File: src/rtl/memory_reader.sv
// Sequential byte-RAM reader: on start, fetches addresses 0..DEPTH-1 and streams each
// byte over valid/ready while summing accepted bytes into a truncated checksum.
module memory_reader #(
  parameter int ADDR_WIDTH   = 8,
  parameter int DATA_WIDTH   = 8,
  parameter int DEPTH        = 256,
  parameter int READ_LATENCY = 1
) (
  input  logic                  clk,
  input  logic                  reset,
  input  logic                  start,
  output logic [ADDR_WIDTH-1:0] ram_addr,
  output logic                  ram_rd_en,
  input  logic [DATA_WIDTH-1:0] ram_rdata,
  output logic [DATA_WIDTH-1:0] out,
  output logic                  out_valid,
  input  logic                  out_ready,
  output logic                  busy,
  output logic                  done,
  output logic [DATA_WIDTH-1:0] checksum
);

  localparam int CW = 3;
  localparam logic [ADDR_WIDTH-1:0] LAST = ADDR_WIDTH'(DEPTH - 1);

  typedef enum logic [2:0] {IDLE, REQ, WAIT, HOLD, DONE} state_t;

  state_t                  state, n_state;
  logic [ADDR_WIDTH-1:0]   ptr, n_ptr, n_addr;
  logic [CW-1:0]           cnt, n_cnt;
  logic [DATA_WIDTH-1:0]   n_out, n_checksum;
  logic                    n_valid, n_rd_en, n_busy, n_done;

  // Every output is computed one cycle ahead so it can leave a flop.
  always_comb begin
    n_state    = state;
    n_ptr      = ptr;
    n_addr     = ram_addr;
    n_cnt      = cnt;
    n_out      = out;
    n_valid    = out_valid;
    n_checksum = checksum;
    n_busy     = busy;
    n_rd_en    = 1'b0;
    n_done     = 1'b0;
    case (state)
      IDLE: if (start) begin
        n_ptr      = '0;
        n_addr     = '0;
        n_checksum = '0;
        n_busy     = 1'b1;
        n_rd_en    = 1'b1;
        n_state    = REQ;
      end
      REQ: begin
        n_cnt   = CW'(READ_LATENCY);
        n_state = WAIT;
      end
      WAIT: begin
        if (cnt == CW'(1)) begin
          n_out   = ram_rdata;
          n_valid = 1'b1;
          n_state = HOLD;
        end else begin
          n_cnt = cnt - CW'(1);
        end
      end
      HOLD: if (out_ready) begin
        n_checksum = checksum + out;
        n_valid    = 1'b0;
        if (ptr == LAST) begin
          n_done  = 1'b1;
          n_state = DONE;
        end else begin
          n_ptr   = ptr + ADDR_WIDTH'(1);
          n_addr  = ptr + ADDR_WIDTH'(1);
          n_rd_en = 1'b1;
          n_state = REQ;
        end
      end
      DONE: begin
        n_busy  = 1'b0;
        n_state = IDLE;
      end
      default: n_state = IDLE;
    endcase
  end

  always_ff @(posedge clk) begin
    if (reset) begin
      state     <= IDLE;
      ptr       <= '0;
      cnt       <= '0;
      ram_addr  <= '0;
      ram_rd_en <= 1'b0;
      out       <= '0;
      out_valid <= 1'b0;
      busy      <= 1'b0;
      done      <= 1'b0;
      checksum  <= '0;
    end else begin
      state     <= n_state;
      ptr       <= n_ptr;
      cnt       <= n_cnt;
      ram_addr  <= n_addr;
      ram_rd_en <= n_rd_en;
      out       <= n_out;
      out_valid <= n_valid;
      busy      <= n_busy;
      done      <= n_done;
      checksum  <= n_checksum;
    end
  end

endmodule

File: config.mk
export PLATFORM = sky130hd
export DESIGN_NAME = memory_reader
export DESIGN_NICKNAME = d
export VERILOG_FILES = /design/src/rtl/memory_reader.sv
export SDC_FILE = /design/constraint.sdc
export NUM_CORES = 1
export LEC_CHECK = 0
export ABC_AREA = 1
export BUFFER_PORTS_ARGS = -buffer_cell sky130_fd_sc_hd__buf_4
export CORE_MARGIN = 8
export CORE_UTILIZATION = 50
export CTS_BUF_LIST = sky130_fd_sc_hd__clkbuf_8
export CTS_CLUSTER_DIAMETER = 150
export DETAILED_ROUTE_END_ITERATION = 8
export PLACE_DENSITY_LB_ADDON = 0.25
export SKIP_LAST_GASP = 1
export SLEW_MARGIN = 20
export SYNTH_ARGS = -nofsm -noshare
export SYNTH_HDL_FRONTEND = slang
export SYNTH_SLANG_ARGS = --single-unit
File: constraint.sdc
create_clock -name clk -period 2.1 [get_ports clk]
set_input_delay 0.525 -clock clk [delete_from_list [all_inputs] [get_ports clk]]
set_output_delay 0.525 -clock clk [all_outputs]
set_load 0.005 [all_outputs]
==> metrics.cfg, run 1 <==
[clocking]
cts_resized = 0
cts_tree = built
hold_buffers = 0
clk_pin_slew_ps = 70
clockRootBuffer = clkbuf_8
clockBufferDepth = 2
cts-buffers-inserted = 5
clock_sinks = 34
clk_latency_ps = 280
cts_setup_buffers = 0
htreeDepth = 2

[finish]
drive_gt1_share_pct = 22.7
diodes = 0
area.growth.synth_to_final_pct = 22.4
nets = 317

[grt]
overflow = 0
grt_pass1_vias = 1623
grt_use_total_pct = 14.2
grt_max_degree = 19
antenna_found_initial = 0
grt_pass1_wl_um = 7070

[setup_path]
path_class = reg -> reg
crit_required_ps = 2320
critical-path-top-delay-family = simple AND/OR/NAND/NOR gates
critPathMaxFanout = 13
critPathSlowestCell = dfxtp_1
critical_path_buf_inv_count = 1
rr_startpoint = ptr[0]$_SDFFE_PP0P_
endpoint_kind = flip-flop
cp.arrival_ps = 1770
cp-startpoint = ptr[0]$_SDFFE_PP0P_
worst_path_largest_cell_delay_ps = 410
crit_path_start_kind = flip-flop
crit_chain = ha_1 -> nand2_2 -> nor2_4 -> nand2_2 -> nand2_4 -> nand2_4 -> inv_1 -> o21ai_0 -> a21oi_1

[timing]
slew_headroom_pct = 67.3
worst_pin_slew_ps = 490
rsz0062_at_grt = false
skew_ps = 8.22
setup_viol_count_final = 0
finalHoldViolations = 0
fin_setup_tns_ps = 0
max_freq_ghz = 0.646
finalCriticalPeriod_ps = 1550
drv_slew = 0
fin_crit_sh_pct = 73.7

[detailed_routing]
ant_nets = 0
drt-total-wl_um = 4120
drtPass1Iterations = 4
drt_iter0_drc = 88
wl_per_cell_um = 12.0
drc = 0
vias_per_cell = 5.00
vias = 1715

[hold_path]
hold_path_class = reg -> reg
hold_start = out_valid$_SDFFE_PP0P_

[yosys]
yosys_warnings = 0
synth.distinct_cells = 32
yosys-top-cells-area = dfxtp_1, nand2_1, ha_1
synth_cells = 252
synthesis.nets = 275
yosys.area.top_type_share_pct = 36.9
mappedNetlistArea_um2 = 1850
avgSynthCellArea_um2 = 7.33
yosysTopAreaCell = dfxtp_1
ys_ff_latch = 34
synth_seq_area_share_pct = 36.9

[floorplan]
core_region_area_um2 = 3610
die_y_um = 76.8
initial_core_util_pct = 51.2
io_pins = 40
num_rows = 22
dieArea_um2 = 5890
die_w_um = 76.8

[placement]
hpwl_um = 3170
place_congestion = 0.837
portBuffers = 39

[pwr]
p_leak_uw = 0.00108
powerDensity_nw_per_um2 = 864
ir_worst_vdd_v = 0.000656
finalPower_uw = 1950

[flow_run]
max_cap_violations = 0

[status]
status = complete, no violations

layout by cell type (no fill, tap or decap), drive strengths merged, types with 4 or more instances in the layout:
master,count
a21oi,26
buf,39
clkbuf,6
dfxtp,34
ha,10
inv,34
nand2,62
nand3,17
nand4,5
nor2,32
nor3,4
o21ai,14
state kept, by name, summed over array words and instances, names as in the netlist:
name	count
out	8
busy	1
checksum	8
state	3
out_valid	1
cnt	3
ram_rd_en	1
done	1
ptr	8
final timing paths:
kind	endpoint	slack, ps	cells past startpoint
hold / removal	out_valid$_SDFFE_PP0P_	470	2
setup / recovery	ptr[4]$_SDFFE_PP0P_	550	9
hold reg to reg	out_valid$_SDFFE_PP0P_	470	2
setup reg to reg	ptr[4]$_SDFFE_PP0P_	550	9
worst min-delay path: stages, from the launching register on:
cell	delay, ps
dfxtp_1	310
nand2_1	60
a21oi_1	50
per-layer routing:
layer / track usage (%) / share of wire (%)
met1: 15.7 / 44
met2: 24.2 / 48
met3: 5.36 / 6.0
met4: 5.00 / 1.8
met5: 0 / 0
final cells by class:
type | count | area (µm²)
Fill cell | 354 | 1350
Multi-Input combinational cell | 181 | 1010
Sequential cell | 34 | 681
Timing Repair Buffer | 39 | 293
Inverter | 33 | 124
Clock buffer | 6 | 82.6
Tap cell | 48 | 60.1
Clock inverter | 2 | 8.76
cell usage after synthesis:
library cell,instances
nand2_4,2
nand4_1,4
nand2_2,5
buf_12,1
xor2_1,2
nor2_8,1
o21ai_2,1
dfxtp_1,34
a21oi_1,23
nor2_4,1
ha_1,10
o211a_1,1
nor2_1,30
or2_2,3
clkbuf_1,2
nand3_2,1
o21bai_1,1
fa_1,1
nor3_1,4
o21ai_1,1
nand3_1,15
o211ai_1,1
a21oi_2,3
inv_2,2
buf_1,1
nand3_4,1
inv_1,31
nand4_4,1
xnor2_1,1
nand2_1,55
o21ai_0,12
o31ai_1,1
logic make-up after synthesis:
group	after synthesis	synth area share, %
flip-flops	34	36.9
AND/OR/NAND/NOR	123	32.0
buffers and inverters	37	8.40
adder cells (fa/ha/maj)	11	7.86
XOR/XNOR	3	1.42
AO/OA/AOI/OAI	44	13.4
per-stage QoR:
step                      cells  instance area, µm²  utilization (%)  hold slack [ps]  setup WS (ps)
after global placement      335                2170             60.1              451            570
after CTS                   343                2260             62.7              470            557
after floorplan             252                1850                -              444            650
final                       343                2260             62.7              465            551
after detailed placement    335                2170             60.1              461            555
after global routing        343                2260             62.7              496            399
power breakdown:
part / leakage (µW) / total, µW / internal, µW / switching (µW)
Sequential: 0.000276 / 831 / 736 / 94.9
Clock: 0.0000524 / 489 / 259 / 229
Combinational: 0.000755 / 632 / 262 / 370
(Power assumes the default switching activity.)
==> inputs of run 2 (changes only) <==
clock period = 1.3 ns   (was 2.1 ns; I/O delays follow)
==> run 2 against run 1 <==
Effect of this change:
- the flow now finishes with violations (setup timing)
- combinational power grew to 3.3 times the previous value
- clock skew is 3.7 ps higher
- sequential power is 72% higher
- critical path depth is 1 lower
- cell count is 15% higher
- non-clock buffer count is 51 higher
- die area stayed put
- routed wire length is 54% higher
- first-iteration DRC count is 35% higher
- via count is 21% higher
- hold slack worse by 200 ps
- register-to-register slack worse by 650 ps
==> metrics.cfg, run 2 (synthesized netlist as in run 1, its figures left out) <==
[status]
status = finished with violations
violations = setup timing

[grt]
grt_pass1_vias = 2037  ; +26%
overflow = 0  ; unchanged
antenna_found_initial = 0  ; unchanged
grt_pass1_wl_um = 8960  ; +27%
grt_use_total_pct = 17.9  ; +3.7 points
grt_max_degree = 18  ; -1

[placement]
place_congestion = 0.815  ; -2.7%
portBuffers = 39  ; unchanged
dpl_worst_slack_ps = -75.6  ; -630 ps
hpwl_um = 3560  ; +12%

[setup_path]
crit_chain = nand2_1 -> nor2_1 -> nand2_2 -> nand2_4 -> nand2_8 -> buf_6 -> nand2_2 -> a21oi_2
critPathMostFrequentCell = nand2_2
ff2ff_path_depth = 8  ; -1
cp.arrival_ps = 1580  ; -190 ps
critical_path_depth = 8  ; -1
critical-path-top-delay-family = simple AND/OR/NAND/NOR gates
path_class = reg -> reg
critPathSlowestCell = dfxtp_1
worst_path_largest_cell_delay_ps = 410  ; about the same
crit_required_ps = 1480  ; -840 ps
critPathMaxFanout = 7  ; -6
endpoint_kind = flip-flop
critical_path_buf_inv_count = 1  ; unchanged
crit_path_start_kind = flip-flop

[clocking]
clockBufferDepth = 2  ; unchanged
clk_pin_slew_ps = 80  ; about the same
cts_tree = built
clk_latency_ps = 290  ; about the same
clock_sinks = 34  ; unchanged
htreeDepth = 2  ; unchanged
hold_buffers = 0  ; unchanged
clockRootBuffer = clkbuf_8
cts-buffers-inserted = 5  ; unchanged

[timing]
fin_crit_sh_pct = 108  ; +34 points
worst_pin_slew_ps = 717  ; +227 ps
setup_viol_count_final = 17  ; +17
rsz0062_at_grt = true
fin_setup_tns_ps = -768  ; -768 ps
fin_ws_ps = -97.5  ; -649 ps
skew_ps = 11.9  ; +3.66 ps
finalHoldViolations = 0  ; unchanged
drv_slew = 0  ; unchanged
slew_headroom_pct = 52.1  ; -15 points
max_freq_ghz = 0.716  ; +11%
finalCriticalPeriod_ps = 1400  ; -151 ps

[pwr]
ir_worst_vdd_v = 0.00132  ; +100%
powerDensity_nw_per_um2 = 1510  ; +75%
finalPower_uw = 4690  ; +140%
p_leak_uw = 0.00145  ; +33%

[detailed_routing]
wl_per_cell_um = 16.1  ; +34%
drtPass1Iterations = 4  ; unchanged
drt_iter0_drc = 119  ; +35%
vias = 2068  ; +21%
drc = 0  ; unchanged
vias_per_cell = 5.24  ; +4.7%
ant_nets = 0  ; unchanged
drt-total-wl_um = 6360  ; +54%

[floorplan]
initial_core_util_pct = 51.2  ; unchanged
num_rows = 22  ; unchanged
die_w_um = 76.8  ; unchanged
core_region_area_um2 = 3610  ; unchanged
io_pins = 40  ; unchanged
die_y_um = 76.8  ; unchanged
dieArea_um2 = 5890  ; unchanged

[finish]
drive_gt1_share_pct = 55.9  ; +33 points
area.growth.synth_to_final_pct = 68.3
seqCellArea_um2 = 716  ; +5.1%
nets = 369  ; +16%
reg_top3 = checksum (8), out (8), ptr (8)
fillers = 211  ; -40%
multi_input_area_um2 = 1340  ; +32%
diodes = 0  ; unchanged
final_common_cell = buf_4
final_cell_mix = buf_4, nand2_1, nor2_1

[flow_run]
max_cap_violations = 0  ; unchanged

[hold_path]
holdPathStages = 3  ; +1
hold_path_class = in -> reg

-- run 2: cell types whose count changed in the layout (fill, tap and decap cells not counted), moves of 11 or more --
| cell | change |
|---|---|
| buf_4 | +41 |
| dfxtp_1 | -18 |
| dfxtp_2 | +13 |
| nand2_1 | -12 |
| o21ai_0 | -12 |
| a21oi_1 | -11 |
| a21oi_2 | +11 |
-- run 2: final cells by class --
class                   instances  share of cell area, %
clock buffers                   5                   2.21
clock inverters                 3                   2.21
inverters                      33                   4.39
multi-input cells             182                   43.0
flip-flops and latches         34                   23.0
well taps                      48                   1.93
repair buffers                 90                   23.2
-- run 2: worst reg2reg max path: cells and delay by family, from the launching register on --
family | cells | cell delay (ps)
AND/OR/NAND/NOR | 6 | 690
flip-flops | 1 | 410
buffers and inverters | 1 | 130
AO/OA/AOI/OAI | 1 | 50
-- run 2: layer usage --
metal | track usage, % | up-vias | part of all wire [%]
met3 | 4.43 | 18 | 4.9
met2 | 32.3 | 69 | 54
met5 | 0 | - | 0
li1 | - | 1006 | -
met1 | 20.0 | 975 | 38
met4 | 5.58 | 0 | 2.6
-- run 2: report_power, final --
| group | switching [µW] | total, µW | internal (µW) |
|---|---|---|---|
| clock | 416 | 1180 | 769 |
| combinational | 1080 | 2080 | 997 |
| sequential | 198 | 1430 | 1230 |
-- run 2: worst paths after layout --
path / startpoint / to / slack (ps)
max: ptr[4]$_SDFFE_PP0P_ / ptr[5]$_SDFFE_PP0P_ / -100
max reg2reg: ptr[4]$_SDFFE_PP0P_ / ptr[5]$_SDFFE_PP0P_ / -100
min reg2reg: out_valid$_SDFFE_PP0P_ / out_valid$_SDFFE_PP0P_ / 470
min: ram_rdata[7] / out[7]$_SDFFE_PP0P_ / 260
-- run 2: repair_timing --
| item | 4_1_cts | 5_1_grt |
|---|---|---|
| endpoints found under the setup margin | 19 | 31 |
| gates cloned | 0 | 1 |
| buffers inserted | 4 | 2 |
| endpoints found under the hold margin | 0 | 0 |
| resized for setup | 19 | 93 |
| pin swaps | 10 | 27 |
-- run 2: stage by stage --
step | instance area (µm²) | std cells | util [%] | hold WS (ps)
floorplan | 1880 | 252 | - | 444
CTS | 2800 | 392 | 77.6 | 274
finish | 3110 | 395 | 86.2 | 262
global placement | 2550 | 380 | 70.8 | 448
detailed placement | 2550 | 380 | 70.8 | 457
global route | 3110 | 395 | 86.2 | 275
